--- config.mk ---
export PLATFORM = sky130hd
export DESIGN_NAME = servo_ramp_gen
export DESIGN_NICKNAME = d
export VERILOG_FILES = /design/src/rtl/servo_pkg.sv /design/src/rtl/servo_frame_timer.sv /design/src/rtl/servo_ramp_gen.sv
export SDC_FILE = /design/constraint.sdc
export NUM_CORES = 1
export LEC_CHECK = 0
export CAP_MARGIN = 40
export CORE_MARGIN = 8
export CORE_UTILIZATION = 63
export DETAILED_ROUTE_END_ITERATION = 6
export PLACE_DENSITY_LB_ADDON = 0.2
export SYNTH_ARGS = -nofsm -noshare
export SYNTH_HDL_FRONTEND = slang
export SYNTH_SLANG_ARGS = --single-unit
--- constraint.sdc ---
create_clock -name wb_clk -period 10.85 [get_ports wb_clk]
set_input_delay 1.085 -clock wb_clk [delete_from_list [all_inputs] [get_ports wb_clk]]
set_output_delay 1.085 -clock wb_clk [all_outputs]
set_load 0.005 [all_outputs]
--- src/rtl/servo_pkg.sv ---
// Shared definitions for the servo ramp generator: register map, STATUS bit
// positions, controller state encoding and the ramp step rule.
package servo_pkg;

  localparam int FRAME_CYCLES_DEFAULT = 2000000;

  // Register word offsets, decoded from s_adr[4:2]
  localparam logic [2:0] REG_CTRL    = 3'd0;
  localparam logic [2:0] REG_TARGET  = 3'd1;
  localparam logic [2:0] REG_STEP    = 3'd2;
  localparam logic [2:0] REG_CURRENT = 3'd3;
  localparam logic [2:0] REG_STATUS  = 3'd4;

  // CTRL bit positions
  localparam int CTRL_ENABLE = 0;
  localparam int CTRL_IRQ_EN = 1;

  // STATUS bit positions
  localparam int STAT_BUSY    = 0;
  localparam int STAT_DONE    = 1;
  localparam int STAT_TIMEOUT = 2;

  typedef enum logic [1:0] {
    ST_IDLE   = 2'd0,
    ST_WRITE  = 2'd1,
    ST_UPDATE = 2'd2
  } servo_state_e;

  // One ramp step from cur toward tgt; never overshoots, STEP=0 jumps straight.
  function automatic logic [31:0] ramp_next(input logic [31:0] cur,
                                            input logic [31:0] tgt,
                                            input logic [31:0] step);
    logic        up;
    logic [31:0] diff;
    up   = (tgt >= cur);
    diff = up ? (tgt - cur) : (cur - tgt);
    if ((step == 32'd0) || (diff <= step)) begin
      return tgt;
    end else if (up) begin
      return cur + step;
    end else begin
      return cur - step;
    end
  endfunction

endpackage

--- src/rtl/servo_frame_timer.sv ---
// Frame timer: counts 0..FRAME_CYCLES-1 and flags the wrap cycle as a tick.
module servo_frame_timer
  import servo_pkg::*;
#(
  parameter int FRAME_CYCLES = FRAME_CYCLES_DEFAULT
) (
  input  logic clk_i,
  input  logic rst_ni,
  output logic tick_o
);

  localparam int CNT_W = (FRAME_CYCLES > 1) ? $clog2(FRAME_CYCLES) : 1;
  localparam logic [CNT_W-1:0] CNT_LAST = CNT_W'(FRAME_CYCLES - 1);

  logic [CNT_W-1:0] cnt_q;
  logic [CNT_W-1:0] cnt_d;
  logic             wrap;

  assign wrap   = (cnt_q == CNT_LAST);
  assign cnt_d  = wrap ? '0 : cnt_q + 1'b1;
  assign tick_o = wrap;

  // Free-running frame counter
  always_ff @(posedge clk_i or negedge rst_ni) begin
    if (!rst_ni) begin
      cnt_q <= '0;
    end else begin
      cnt_q <= cnt_d;
    end
  end

endmodule

--- src/rtl/servo_ramp_gen.sv ---
// Servo ramp generator: a register slave configures a target/step, and on each
// frame tick the controller writes the next ramp position to a servo through
// the master port, with ack timeout, done/timeout flags and a level interrupt.
module servo_ramp_gen
  import servo_pkg::*;
#(
  parameter int          FRAME_CYCLES = FRAME_CYCLES_DEFAULT,
  parameter logic [31:0] SERVO_ADR    = 32'h0000_0004,
  parameter int          ACK_TIMEOUT  = 16
) (
  input  logic        wb_clk,
  input  logic        wb_rst_n,
  input  logic        s_cyc,
  input  logic        s_stb,
  input  logic        s_we,
  input  logic [31:0] s_adr,
  input  logic [31:0] s_dat_i,
  output logic        s_ack,
  output logic [31:0] s_dat_o,
  output logic        m_cyc,
  output logic        m_stb,
  output logic        m_we,
  output logic [3:0]  m_sel,
  output logic [31:0] m_adr,
  output logic [31:0] m_dat_o,
  input  logic        m_ack,
  output logic        busy,
  output logic        irq
);

  localparam int WAIT_W = (ACK_TIMEOUT > 1) ? $clog2(ACK_TIMEOUT) : 1;
  localparam logic [WAIT_W-1:0] WAIT_LAST = WAIT_W'(ACK_TIMEOUT - 1);

  // Reset: asserted asynchronously, released two edges after wb_rst_n rises
  logic [1:0] rst_sync_q;
  logic       rst_n_int;

  // Two-flop deassertion synchroniser
  always_ff @(posedge wb_clk or negedge wb_rst_n) begin
    if (!wb_rst_n) begin
      rst_sync_q <= 2'b00;
    end else begin
      rst_sync_q <= {rst_sync_q[0], 1'b1};
    end
  end

  assign rst_n_int = rst_sync_q[1];

  // Frame tick
  logic tick;

  servo_frame_timer #(
    .FRAME_CYCLES(FRAME_CYCLES)
  ) u_frame_timer (
    .clk_i (wb_clk),
    .rst_ni(rst_n_int),
    .tick_o(tick)
  );

  // Register file and slave port state
  logic        enable_q,  enable_d;
  logic        irq_en_q,  irq_en_d;
  logic [31:0] target_q,  target_d;
  logic [31:0] step_q,    step_d;
  logic [31:0] current_q, current_d;
  logic        done_q,    done_d;
  logic        timeout_q, timeout_d;
  logic        s_ack_q,   s_ack_d;
  logic [31:0] s_dat_q,   s_dat_d;

  // Controller state
  servo_state_e      state_q;
  logic [31:0]       next_q;
  logic [WAIT_W-1:0] wait_q;
  logic              m_cyc_q, m_stb_q, m_we_q;
  logic [3:0]        m_sel_q;
  logic [31:0]       m_adr_q, m_dat_q;

  logic        req;
  logic        wr;
  logic [2:0]  reg_idx;
  logic [31:0] rd_data;
  logic [31:0] next_val;
  logic        start;
  logic        upd_evt;
  logic        tmo_evt;
  logic        unused_adr_bits;

  assign unused_adr_bits = ^{s_adr[31:5], s_adr[1:0]};

  assign req     = s_cyc & s_stb & ~s_ack_q;
  assign wr      = req & s_we;
  assign reg_idx = s_adr[4:2];

  assign next_val = ramp_next(current_q, target_q, step_q);
  assign start    = tick & enable_q & (current_q != target_q);
  assign upd_evt  = (state_q == ST_UPDATE);
  assign tmo_evt  = (state_q == ST_WRITE) & ~m_ack & (wait_q == WAIT_LAST);

  // Read data multiplexer over the register map
  always_comb begin
    rd_data = '0;
    case (reg_idx)
      REG_CTRL: begin
        rd_data[CTRL_ENABLE] = enable_q;
        rd_data[CTRL_IRQ_EN] = irq_en_q;
      end
      REG_TARGET:  rd_data = target_q;
      REG_STEP:    rd_data = step_q;
      REG_CURRENT: rd_data = current_q;
      REG_STATUS: begin
        rd_data[STAT_BUSY]    = busy;
        rd_data[STAT_DONE]    = done_q;
        rd_data[STAT_TIMEOUT] = timeout_q;
      end
      default: rd_data = '0;
    endcase
  end

  // Next-state of the register file: bus writes first, controller sets last
  // so a set beats a same-cycle W1C clear
  always_comb begin
    enable_d  = enable_q;
    irq_en_d  = irq_en_q;
    target_d  = target_q;
    step_d    = step_q;
    current_d = current_q;
    done_d    = done_q;
    timeout_d = timeout_q;
    s_ack_d   = req;
    s_dat_d   = req ? rd_data : s_dat_q;

    if (wr) begin
      case (reg_idx)
        REG_CTRL: begin
          enable_d = s_dat_i[CTRL_ENABLE];
          irq_en_d = s_dat_i[CTRL_IRQ_EN];
        end
        REG_TARGET: target_d = s_dat_i;
        REG_STEP:   step_d   = s_dat_i;
        REG_STATUS: begin
          if (s_dat_i[STAT_DONE])    done_d    = 1'b0;
          if (s_dat_i[STAT_TIMEOUT]) timeout_d = 1'b0;
        end
        default: ;
      endcase
    end

    if (upd_evt) begin
      current_d = next_q;
      if (next_q == target_q) done_d = 1'b1;
    end
    if (tmo_evt) timeout_d = 1'b1;
  end

  // Register file and slave response registers
  always_ff @(posedge wb_clk or negedge rst_n_int) begin
    if (!rst_n_int) begin
      enable_q  <= 1'b0;
      irq_en_q  <= 1'b0;
      target_q  <= '0;
      step_q    <= '0;
      current_q <= '0;
      done_q    <= 1'b0;
      timeout_q <= 1'b0;
      s_ack_q   <= 1'b0;
      s_dat_q   <= '0;
    end else begin
      enable_q  <= enable_d;
      irq_en_q  <= irq_en_d;
      target_q  <= target_d;
      step_q    <= step_d;
      current_q <= current_d;
      done_q    <= done_d;
      timeout_q <= timeout_d;
      s_ack_q   <= s_ack_d;
      s_dat_q   <= s_dat_d;
    end
  end

  // Controller FSM with registered master outputs; NEXT is frozen on entry
  always_ff @(posedge wb_clk or negedge rst_n_int) begin
    if (!rst_n_int) begin
      state_q <= ST_IDLE;
      next_q  <= '0;
      wait_q  <= '0;
      m_cyc_q <= 1'b0;
      m_stb_q <= 1'b0;
      m_we_q  <= 1'b0;
      m_sel_q <= 4'h0;
      m_adr_q <= '0;
      m_dat_q <= '0;
    end else begin
      case (state_q)
        ST_IDLE: begin
          if (start) begin
            state_q <= ST_WRITE;
            next_q  <= next_val;
            wait_q  <= '0;
            m_cyc_q <= 1'b1;
            m_stb_q <= 1'b1;
            m_we_q  <= 1'b1;
            m_sel_q <= 4'hF;
            m_adr_q <= SERVO_ADR;
            m_dat_q <= next_val;
          end
        end
        ST_WRITE: begin
          if (m_ack || (wait_q == WAIT_LAST)) begin
            state_q <= m_ack ? ST_UPDATE : ST_IDLE;
            m_cyc_q <= 1'b0;
            m_stb_q <= 1'b0;
            m_we_q  <= 1'b0;
            m_sel_q <= 4'h0;
            m_adr_q <= '0;
            m_dat_q <= '0;
          end else begin
            wait_q <= wait_q + 1'b1;
          end
        end
        ST_UPDATE: state_q <= ST_IDLE;
        default:   state_q <= ST_IDLE;
      endcase
    end
  end

  assign s_ack   = s_ack_q;
  assign s_dat_o = s_dat_q;
  assign m_cyc   = m_cyc_q;
  assign m_stb   = m_stb_q;
  assign m_we    = m_we_q;
  assign m_sel   = m_sel_q;
  assign m_adr   = m_adr_q;
  assign m_dat_o = m_dat_q;
  assign busy    = (state_q == ST_WRITE);
  assign irq     = irq_en_q & (done_q | timeout_q);

endmodule
Word level (Yosys, flattened, before mapping)
Index checks and enable logic that the tools add are counted.
{"block": "classes", "bitwise_logic": 11, "reduce_logical": 17, "magnitude_cmp": 2, "n_eq_ne": 13, "muxes": 34, "add_sub_neg": 6}
{"operator": "$mux W32", "n": 6}
{"operator": "$pmux W32 S2", "n": 2}
{"operator": "$sub A32 B32 Y32", "n": 3}
{"operator": "$pmux W29 S3", "n": 1}
{"operator": "$add A32 B32 Y32", "n": 1}
{"operator": "$eq A32 B32 Y1", "n": 1}
{"operator": "$ge A32 B32 Y1", "n": 1}
{"operator": "$le A32 B32 Y1", "n": 1}
{"operator": "$logic_not A32 Y1", "n": 1}
{"operator": "$ne A32 B32 Y1", "n": 1}
{"operator": "$add A21 B1 Y21 const B", "n": 1}
{"operator": "$eq A21 B21 Y1 const B", "n": 1}
{"operator": "$mux W21", "n": 1}
{"operator": "$mux W4", "n": 4}
{"operator": "$pmux W4 S2", "n": 2}
{"operator": "$mux W1", "n": 11}
{"operator": "$pmux W2 S5", "n": 1}
{"operator": "$reduce_and A2 Y1", "n": 5}
{"operator": "$reduce_and A3 Y1", "n": 3}
{"operator": "$and A1 B1 Y1", "n": 8}
{"operator": "$reduce_bool A2 Y1", "n": 4}
{"operator": "$eq A3 B2 Y1 const B", "n": 2}
{"operator": "$mux W2", "n": 3}
{"operator": "$add A4 B1 Y4 const B", "n": 1}
{"operator": "other kinds (15)", "n": 18}
{"block": "word_totals", "elab_cells": 101, "in_bits": 70, "register_bits": 263}

Depth between registers and ports, before layout
Gate-level depths: netlist of the first run.
{"block": "depth", "depth_word": 7, "ltp_mapped": 26, "mapped_depth_nobuf": 23}

Modules after synthesis
From an unflattened synthesis of the first run, not the netlist that was laid out.
{"block": "hier_totals", "cells_unflattened": 1938, "hier_area_um2": 16171.8}
{"mod": "servo_ramp_gen", "n_inst": 1, "cells_each": 1844, "area_per_inst_um2": 15160.8, "seq_area_each_um2": 5154.9}
{"mod": "servo_frame_timer", "n_inst": 1, "cells_each": 94, "area_per_inst_um2": 1011.0, "seq_area_each_um2": 525.5}

Least setup slack after synthesis of the first run
Ideal clock, no wire load.
{"block": "synth_path", "path_kind": "register -> register", "from": "register target_q[23]", "to": "register m_dat_q[30] (netlist: m_dat_o[30])", "stages_incl_launch_ff": 24, "period_less_slack_ps": 5294, "n_path_buf": 4, "t_arrival_ps": 5211, "t_required_ps": 10767, "slack_ps": 5556, "path_cell_list": "dfrtp_1 -> inv_1 -> ha_1 -> buf_6 -> a21oi_1 -> o21ai_1 -> a211oi_1 -> o21ai_1 -> nor4_4 -> clkbuf_1 -> clkbuf_1 -> o21ai_0 -> xnor2_1 -> ha_1 -> clkbuf_1 -> nand4_1 -> or3_1 -> a211oi_1 -> o21ai_0 -> and2_1 -> a2111oi_0 -> nor3_1 -> o31a_1 -> o21ai_0"}
{"block": "synth_via", "elab_chain_len": 7}
{"element": "start, declared", "line_no": "servo_ramp_gen.sv:63", "source": "logic [31:0] target_q, target_d;"}
{"element": "start signal, assigned", "line_no": "servo_ramp_gen.sv:171", "source": "target_q <= target_d;"}
{"element": "$sub A32 B32 Y32 / $ge A32 B32 Y1 (equally long branches)", "line_no": "servo_pkg.sv:36, servo_pkg.sv:35"}
{"element": "$mux W32", "line_no": "servo_pkg.sv:36", "source": "diff = up ? (tgt - cur) : (cur - tgt);"}
{"element": "$le A32 B32 Y1", "line_no": "servo_pkg.sv:37", "source": "if ((step == 32'd0) || (diff <= step)) begin"}
{"element": "$logic_or A1 B1 Y1", "line_no": "servo_pkg.sv:37"}
{"element": "$mux W32", "line_no": "servo_pkg.sv:37"}
{"element": "$mux W32", "line_no": "servo_ramp_gen.sv:196", "source": "if (start) begin"}
{"element": "$pmux W32 S2", "line_no": "servo_ramp_gen.sv:194", "source": "case (state_q)"}
{"element": "end signal, assigned", "line_no": "servo_ramp_gen.sv:205", "source": "m_dat_q <= next_val;"}
{"element": "end, declared", "line_no": "servo_ramp_gen.sv:77", "source": "logic [31:0] m_adr_q, m_dat_q;"}
Several ways; a longest one is shown, not always the timed one. The select of a mux whose other input is x is not followed.
A chain may end at the register's enable or synchronous reset.

Final worst setup path of the first run
{"block": "layout_path", "from": "register target_q[26]", "to": "register next_q[10]"}
{"block": "layout_via", "elab_chain_len": 5}
{"element": "$sub A32 B32 Y32 / $ge A32 B32 Y1 (equally long branches)", "line_no": "servo_pkg.sv:36, servo_pkg.sv:35"}
{"element": "$mux W32", "line_no": "servo_pkg.sv:36"}
{"element": "$le A32 B32 Y1", "line_no": "servo_pkg.sv:37"}
{"element": "$logic_or A1 B1 Y1", "line_no": "servo_pkg.sv:37"}
{"element": "$mux W32", "line_no": "servo_pkg.sv:37"}
{"element": "end signal, assigned", "line_no": "servo_ramp_gen.sv:198", "source": "next_q <= next_val;"}
{"element": "end, declared", "line_no": "servo_ramp_gen.sv:73", "source": "logic [31:0] next_q;"}
Several ways; a longest one is shown, not always the timed one.

==> impl_results.md, run 1 <==
- Congestion Overflow GR: 0
- Post-CTS setup buffers: 0
- PnR worst setup slack: roughly 3400 ps
- Antenna Cells: 0
- Max Fclk: ~130 MHz
- Detailed Route WL: between 50 and 60 mm
- Clk buf depth: 3
- Post-synthesis mux area share: 0.0215
- Ys async rst share: 1.00
- Syn-to-layout area delta: 12.8%
- Gpl congestion: around 1.0
- Number of top-level pins: between 150 and 200
- WP data arrival: a little under 8000 ps
- Die area: approximately 32,000 sq um
- Vias in the first global route: between 15,000 and 20,000
- CTS tree: built
- Die height: between 150 and 200 um
- Compound-Gate Fraction of Synth Area: 0.228
- Slew HR: 0.320
- Fin nets: 2,244
- Largest cells by area after synthesis: dfrtp_1, ha_1, o21ai_0
- Die X: around 180 um
- Pre-Repair DR Iteration Count: 5
- Crit Path Category: reg2reg
- Top cell type's share of synthesized area: 0.341
- Area leader, netlist: dfrtp_1
- Clk slew on worst S/H paths: about 60 ps
- Placed cell count: 2,348
- Largest family of logic cells by synthesized area: compound AO/OA/AOI/OAI gates
- First-pass GRT wire length: about 86 mm
- Total negative slack: 0 ps
- DP Worst Slack: around 3600 ps
- RSZ-0062 raised after global routing: false
- Startpoint types: flip-flop
- Xor and xnor area share after synthesis: 0.0709
- Simple-Gate Fraction of Synth Area: 0.167
- Leak pwr: just under 9 nW
- Share of cells above drive strength 1: 0.0568
- Top-count cell post-synth: nand2_1
- CP Capture Type: flip-flop
- Post-route cell area: 18,800 sq um
- Drt wl/cell: approximately 23 um
- Std-Cell Rows: 59
- Worst-Margin Slew: 1010 ps
- Cell count after synthesis: approximately 2,000
- Initial core utilization: 0.640
- DR DRC count: 0
- Post-detail-place hpwl: approximately 40 mm
- Worst IR Drop VDD: ~170 uV
- Worst Path Max Fanout: 43
- Vias: approximately 16,000
- Via density: between 6 and 7
- Post-route ant nets: 0
- Starting DRT DRC Count: 1,607
- Clock sink count: 227
- Ys flop type: dfrtp_1
- Seq/Total Area, Yosys: 0.341
- CTS H-tree depth: 1
- Flops & latches, synth: ~230
- Worst hold path class: reg2reg
- Top post-synthesis cells by count: nand2_1, o21ai_0, dfrtp_1, ha_1, a21oi_1
- Post-Synth Adder-Cell Area: 0.100
- Buffers added on ports: between 100 and 150
- Core Area: around 26,000 sq um
- Placed Area: roughly 18,000 sq um
- Outcome: finished, final reports clean
- Hold slack final: roughly 360 ps
- Synth Warn #: 0
- Hold-fix buffers at CTS: 0
- Initial antenna violation count: 0
- Largest net degree at the start of global routing: slightly below 70
- GRT Resource Usage Total: 0.344
- Clk_lat worst skew: ~570 ps
- Pwr dens: approximately 230 nW/um^2
- Post-synth EDFFs: 0
- Post-synth cell types: 80
- Syn_area_per_cell: approximately 8.4 sq um
- Number of hold violations in the final report: 0
- Cell Count, Final, Fillers Out: between 2,000 and 2,500
- Clock Skew: around 16 ps
- Final Cycle Share: 0.683
- Data required, critical path: between 10,000 and 15,000 ps
- Num CTS Buffers: 27
- Fin. max-slew vios: 0
- Final min period: ~7400 ps
- Final setup vio count: 0
- Maxcap violations: 0
- Post-cts sizing count: 0
- Root Buffer: clkbuf_16
- Cell Area, Synth: around 17,000 sq um
[placed cells by master (no fill, tap or decap), types with 32 or more instances in the layout]
master           Yosys  routed
nand2_1            274     274
o21ai_0            239     239
dfrtp_1            227     226
ha_1               129     129
a21oi_1            127     127
inv_1              121     121
clkdlybuf4s50_1      0     114
xnor2_1             91      91
nor2_1              84      84
a21o_1              68      68
nand3_1             48      48
xor2_1              44      44
nand4_1             36      36
nor3_1              34      34
a22oi_1             32      32
conb_1               2      32
[area by class of cell]
type	instances	area, sq um
tap	335	419
sequential	227	5680
fill	2062	7250
clock buffer	35	776
inverter	121	454
timing repair buffer	135	1310
clock inverter	13	235
multi-input combinational	1530	9930
[kinds of logic after synthesis]
family	count (synthesis)
compound gates	616
simple gates	583
buf+inv	255
flops	227
xor+xnor	135
fa+ha+maj	132
mux	32
other cells	2
[flip-flops by register name, summed over array words and instances, names as in the netlist]
name                 flops
done_q                   1
m_sel                    1
s_dat_o                 32
enable_q                 1
u_frame_timer.cnt_q     21
wait_q                   4
s_ack                    1
irq_en_q                 1
current_q               32
next_q                  32
target_q                32
step_q                  32
state_q                  2
rst_sync_q               2
m_dat_o                 32
timeout_q                1
[power breakdown]
part           internal, mW  switching, mW  total [mW]
registers             0.943          0.132        1.07
logic                 0.886           1.40        2.28
clock network         0.645          0.381        1.03
total                  2.47           1.91        4.38
[per-layer routing]
layer	routed length (um)	track usage
met1	22400	0.446
met2	25600	0.559
met3	4610	0.0451
met4	2890	0.170
met5	0	0
[worst paths after layout]
path | startpoint | end | slack, ps | cells past startpoint
setup / recovery | target_q[26] | next_q[10] | 3440 | 22
hold / removal | rst_sync_q[0] | rst_sync_q[1] | 360 | 0
setup reg to reg | target_q[26] | next_q[10] | 3440 | 22
hold reg to reg | rst_sync_q[0] | rst_sync_q[1] | 360 | 0
max in group asynchronous | rst_sync_q[1] | next_q[21] | 8610 | 2
min in group asynchronous | rst_sync_q[1] | m_dat_o[6] | 370 | 0
[per-stage QoR]
stage | power, mW | utilization
final | 4.38 | 0.722
after global routing | 4.61 | 0.722
after CTS | 4.32 | 0.722
after detailed placement | 3.27 | 0.683
after global placement | 3.23 | 0.682
after floorplan | 2.68 | -
[critical path: stages (launching register included)]
cell and delay [ps]:
dfrtp_1 510, inv_1 130, ha_1 540, nand4_1 260, nor4_2 550, nand2_1 270
nor4_4 520, or4_1 190, buf_4 490, o211ai_1 230, a31oi_1 340, xnor2_1 140
ha_1 320, nand4_1 190, nor3_1 460, nand4_1 280, nor2b_1 290, a211oi_2 60
buf_4 240, nor2_8 650, mux2i_1 330, nor2_2 70, a21o_1 170
Note: power is estimated with default switching activity, not from simulation.
==> inputs of run 2 (changes only) <==
CORE_UTILIZATION = 58   (was 63)
clock period = 7.1 ns   (was 10.85 ns; I/O delays follow)
==> run 2 against run 1 <==
Net effect:
- combinational power up 56%
- cell count is 3.7% higher
- worst hold slack lost 47 ps
- maximum frequency up 11%
- routed wire length increased by 0.28%
- sequential share of layout area shrank 0.60 points
- sequential power up 53%
- clock skew down 2.2 ps
==> impl_results.md, run 2 (same netlist as run 1, synthesis figures left out) <==
- Antenna Cells: 0
- Core Area: between 20,000 and 30,000 sq um
- Internal power: 3.84 mW
- Most frequent cells in the layout: nand2_1, o21ai_0, dfrtp_1
- Final min period: ~6700 ps
- Outcome: finished, final reports clean
- Detailed Route WL: 55.6 mm
- Die area: about 34,000 sq um
- Gpl congestion: 1.02
- Die height: approximately 190 um
- Drt wl/cell: between 20 and 25 um
- Post-cts sizing count: 0
- Leak pwr: roughly 9 nW
- DP Worst Slack: 680 ps
- Placed cell count: 2,434
- Initial antenna violation count: 1
- Data required, critical path: 7530 ps
- Die X: between 150 and 200 um
- R2R setup slack: 440 ps
- Slew HR: 0.351
- CTS H-tree depth: 1
- Std-Cell Rows: 62
- Number of top-level pins: roughly 180
- Post-detail-place hpwl: ~42 mm
- Maxcap violations: 0
- GRT Resource Usage Total: 0.324
- Final Cycle Share: 0.939
- Final core occ: 0.674
- CTS tree: built
- Starting DRT DRC Count: approximately 1,500
- WP data arrival: about 7100 ps
- GR Util met3: 0.0396
- M2 GR Usage: 0.530
- Post-CTS setup buffers: 0
- Part of the power in the clock network: 0.232
- Overall Power: 6.75 mW
- Psw: around 2.9 mW
- GR peak layer: met2
- Placed Area: between 15,000 and 20,000 sq um
- Clk_lat worst skew: between 500 and 600 ps
- Worst Path Buf+Inv: 3
- Worst IR Drop VDD: 248 uV
- Num CTS Buffers: 27
- RSZ-0062 raised after global routing: false
- Vias: about 16,000
- Max Fclk: around 150 MHz
- Critical path depth: 21
- Pre-Repair DR Iteration Count: 6
- CP most frequent cell: o21ai_0
- Congestion Overflow GR: 0
- CP Capture Type: flip-flop
- Startpoint types: flip-flop
- Post-route cell area: approximately 19,000 sq um
- CP top delay family: simple AND/OR/NAND/NOR gates
- Post-route ant nets: 0
- Worst-Margin Slew: roughly 960 ps
- Initial core utilization: 0.585
- Pwr dens: about 350 nW/um^2
- First-pass GRT wire length: ~87 mm
- Via density: between 6 and 7
- Crit path max-delay cell type: nor2_8
- Total negative slack: 0 ps
- Largest stage delay, worst path: 650 ps
- Logic pwr share: 0.525
- Largest net degree at the start of global routing: 67
- CP cell instances: inv_1 -> ha_1 -> nand4_1 -> nor4_2 -> nand2_1 -> buf_4 -> a21oi_1 -> or4_1 -> buf_4 -> o21ai_0 -> o41ai_2 -> xor2_1 -> ha_1 -> o21ai_0 -> o21ai_0 -> o2111ai_1 -> o2111a_1 -> a211oi_2 -> nor2_8 -> o21ai_0 -> mux2_2
- Hold slack final: 315 ps
- Number of hold violations in the final report: 0
- Hold-fix buffers at CTS: 0
- Buffers added on ports: 115
- Share of cells above drive strength 1: 0.0738
- Cell Count, Final, Fillers Out: 2,485
- Worst hold path class: in2async
- Clk buf depth: 3
- PnR worst setup slack: 436 ps
- Final setup vio count: 0
- Sequential power share: 0.243
- Net Sw Frac: 0.430
- Grt met1 use: 0.426
- Fin nets: 2,282
- Root Buffer: clkbuf_16
- Clock sink count: ~230
- Vias in the first global route: 15,200
- Crit Path Category: reg2reg
- Fin. max-slew vios: 0
- Worst r2r path cells: 21
- Clock Skew: approximately 13 ps
- Worst Path Max Fanout: 40
- Commonest non-fill, non-tap cell in the layout: nand2_1
- DR DRC count: 0
- Syn-to-layout area delta: 15.1%
- Clk slew on worst S/H paths: around 60 ps
run 2: changes by cell type in the layout (fill, tap and decap cells not counted), sizes merged:
cell and change:
clkbuf -1, inv +1, buf +37, bufinv +1, clkinv +2
run 2: final cells by class:
| cell class | count | area, sq um |
|---|---|---|
| Sequential cell | 227 | 5680 |
| Fill cell | 2348 | 9280 |
| Tap cell | 384 | 480 |
| Timing Repair Buffer | 173 | 1650 |
| Inverter | 121 | 454 |
| Clock buffer | 33 | 718 |
| Multi-Input combinational cell | 1530 | 9930 |
| Clock inverter | 17 | 277 |
run 2: final timing paths:
kind / from / end
worst max-delay path: target_q[29] / next_q[1]
worst min-delay path: wb_rst_n / rst_sync_q[1]
worst max register to register: target_q[29] / next_q[1]
worst min register to register: rst_sync_q[0] / rst_sync_q[1]
max in group asynchronous: rst_sync_q[1] / step_q[25]
min in group wb_clk: rst_sync_q[0] / rst_sync_q[1]
run 2: metal layers:
metal	share of wire	vias to the layer above
li1	-	7115
met1	0.41	7487
met2	0.46	758
met3	0.073	178
met4	0.049	2
met5	0.00020	-
run 2: power groups by stage:
stage          sequential (mW)  combinational (mW)  clock [mW]
2_1_floorplan             1.60                2.49           0
3_3_place_gp              1.65                3.39           0
3_5_place_dp              1.66                3.42           0
4_1_cts                   1.64                3.47        1.58
5_1_grt                   1.66                3.85        1.62
6_report                  1.64                3.55        1.56
==> inputs of run 3 (changes only) <==
CORE_MARGIN = unset   (was 8)
==> run 3 against run 2 <==
Net effect:
- die area down 15%
- core utilization rose by 0.70 points
- count of clock-buffer cells in the layout is 2 higher
- worst setup slack better by 140 ps
- cell count fell by 0.40%
==> impl_results.md, run 3 (same netlist as run 1, synthesis figures left out) <==
- Crit Path Category: reg2reg
- Core Area: roughly 28,000 sq um
- CP most frequent cell: o21ai_0
- Psw: ~2.9 mW
- CTS H-tree depth: 1
- Net Sw Frac: 0.441
- Syn-to-layout area delta: 14.4%
- Slew HR: 0.337
- Sequential power share: 0.247
- Maxcap violations: 0
- Worst Path Buf+Inv: 3
- Part of the power in the clock network: 0.219
- Detailed Route WL: approximately 55 mm
- Logic pwr share: 0.534
- Worst Path Max Fanout: 41
- Worst hold path class: in2async
- RSZ-0062 raised after global routing: false
- Starting DRT DRC Count: 1,460
- Final min period: approximately 6500 ps
- Via density: roughly 6.2
- FILL cells: between 2,000 and 2,500
- Clock sink count: 227
- Total negative slack: 0 ps
- Share of cells above drive strength 1: 0.0720
- Crit path max-delay cell type: nor2_8
- Std-Cell Rows: 61
- Placed Area: 18,100 sq um
- Number of hold violations in the final report: 0
- Buffers added on ports: 115
- Number of top-level pins: 176
- Clock Skew: approximately 14 ps
- R2r endpoint: m_dat_o[22]
- Startpoint types: flip-flop
- Clk_lat worst skew: about 570 ps
- Worst IR Drop VDD: approximately 230 uV
- Die height: roughly 170 um
- Register area: 5680 sq um
- CP Capture Type: flip-flop
- Max Fclk: 153 MHz
- Post-detail-place hpwl: between 40 and 50 mm
- Most frequent cells in the layout: nand2_1, o21ai_0, dfrtp_1
- First-pass GRT wire length: roughly 85 mm
- Pre-Repair DR Iteration Count: 5
- Drt wl/cell: between 20 and 25 um
- Congestion Overflow GR: 0
- Internal power: 3.72 mW
- Root Buffer: clkbuf_16
- Initial core utilization: 0.595
- Data required, critical path: about 7600 ps
- Commonest non-fill, non-tap cell in the layout: nand2_1
- Leak pwr: 8.96 nW
- R2R setup slack: 580 ps
- Worst-Margin Slew: 985 ps
- Multi-input logic area: 9940 sq um
- Post-route ant nets: 0
- Die X: 172 um
- Final Cycle Share: 0.919
- Initial antenna violation count: 1
- Gpl congestion: 1.07
- Pwr dens: about 350 nW/um^2
- Final setup vio count: 0
- Largest stage delay, worst path: around 690 ps
- CTS tree: built
- CP cell instances: inv_1 -> ha_1 -> nand4_1 -> nor4_4 -> nand2_1 -> buf_4 -> a21oi_1 -> or4_1 -> buf_4 -> o21ai_0 -> o41ai_2 -> xor2_1 -> ha_1 -> o21ai_0 -> o21ai_0 -> o2111ai_1 -> o2111a_1 -> a211oi_2 -> nor2_8 -> mux2i_1 -> nor2_2 -> a21o_1
- Fin nets: ~2,300
- Fin. max-slew vios: 0
- Vias: about 15,000
- Clk slew on worst S/H paths: 60 ps
- Post-route cell area: between 15,000 and 20,000 sq um
- Worst r2r path cells: 22
- Largest net degree at the start of global routing: approximately 70
- Outcome: finished, final reports clean
- Vias in the first global route: approximately 15,000
- FF-to-FF Start: target_q[21]
- Die area: a little under 30,000 sq um
- WP data arrival: between 6000 and 7000 ps
- Num CTS Buffers: 27
- CP top delay family: simple AND/OR/NAND/NOR gates
- DR DRC count: 0
- GRT Resource Usage Total: 0.378
- Clk buf depth: 3
==> run 3: worst reg2reg max path, cell delays in order (launching register included) <==
cell and delay (ps):
dfrtp_1 490, inv_1 110, ha_1 520, nand4_1 290, nor4_4 510, nand2_1 180, buf_4 170, a21oi_1 340
or4_1 280, buf_4 310, o21ai_0 220, o41ai_2 350, xor2_1 250, ha_1 280, o21ai_0 150, o21ai_0 100
o2111ai_1 150, o2111a_1 340, a211oi_2 110, nor2_8 690, mux2i_1 320, nor2_2 90, a21o_1 170
==> run 3: repair_timing <==
item	4_1_cts	5_1_grt
setup endpoints to repair	0	2
hold buffers	0	0
buffers inserted	0	0
gates resized for setup	0	1
==> run 3: how the worst max path moves through the flow <==
stage / start / endpoint / slack (ps) / cells past startpoint
2_1_floorplan: rst_sync_q[1] / current_q[0] / 310 / 0
6_report: target_q[21] / m_dat_o[22] / 580 / 22
3_3_place_gp: target_q[21] / m_dat_o[30] / 780 / 21
4_1_cts: target_q[21] / m_dat_o[22] / 660 / 22
3_5_place_dp: target_q[21] / m_dat_o[22] / 690 / 22
5_1_grt: target_q[21] / next_q[30] / 120 / 22
==> run 3: final cells by class <==
type                    instances  area share
clock buffers                  35      0.0396
clock inverters                15     0.00945
diodes                          1    0.000131
multi-input cells            1530       0.521
flip-flops and latches        227       0.298
repair buffers                168      0.0834
inverters                     121      0.0238
well taps                     378      0.0248
==> run 3: metrics by stage <==
step / hold WS, ps / worst slack [ps] / instances / power [mW] / util
after CTS: 293 / 658 / 2473 / 6.58 / 0.680
after global routing: 308 / 124 / 2474 / 7.05 / 0.681
final: 299 / 576 / 2475 / 6.66 / 0.681
after global placement: 344 / 776 / 2420 / 5.04 / 0.645
after detailed placement: 336 / 686 / 2423 / 5.09 / 0.647
after floorplan: 331 / 306 / 2012 / 4.09 / -
==> run 3: metal layers <==
metal	share of wire	vias to the layer above	wire length (um)	GRT usage
li1	-	7103	-	-
met1	0.43	7526	23300	0.507
met2	0.47	676	25600	0.631
met3	0.067	145	3640	0.0414
met4	0.041	0	2250	0.134
met5	0	-	0	0
==> run 3: power by group through the flow <==
stage / Combinational (mW) / Clock [mW] / Sequential (mW)
after floorplan: 2.49 / 0 / 1.60
after global placement: 3.39 / 0 / 1.65
after detailed placement: 3.44 / 0 / 1.66
after CTS: 3.47 / 1.47 / 1.64
after global routing: 3.87 / 1.52 / 1.66
final: 3.56 / 1.46 / 1.64
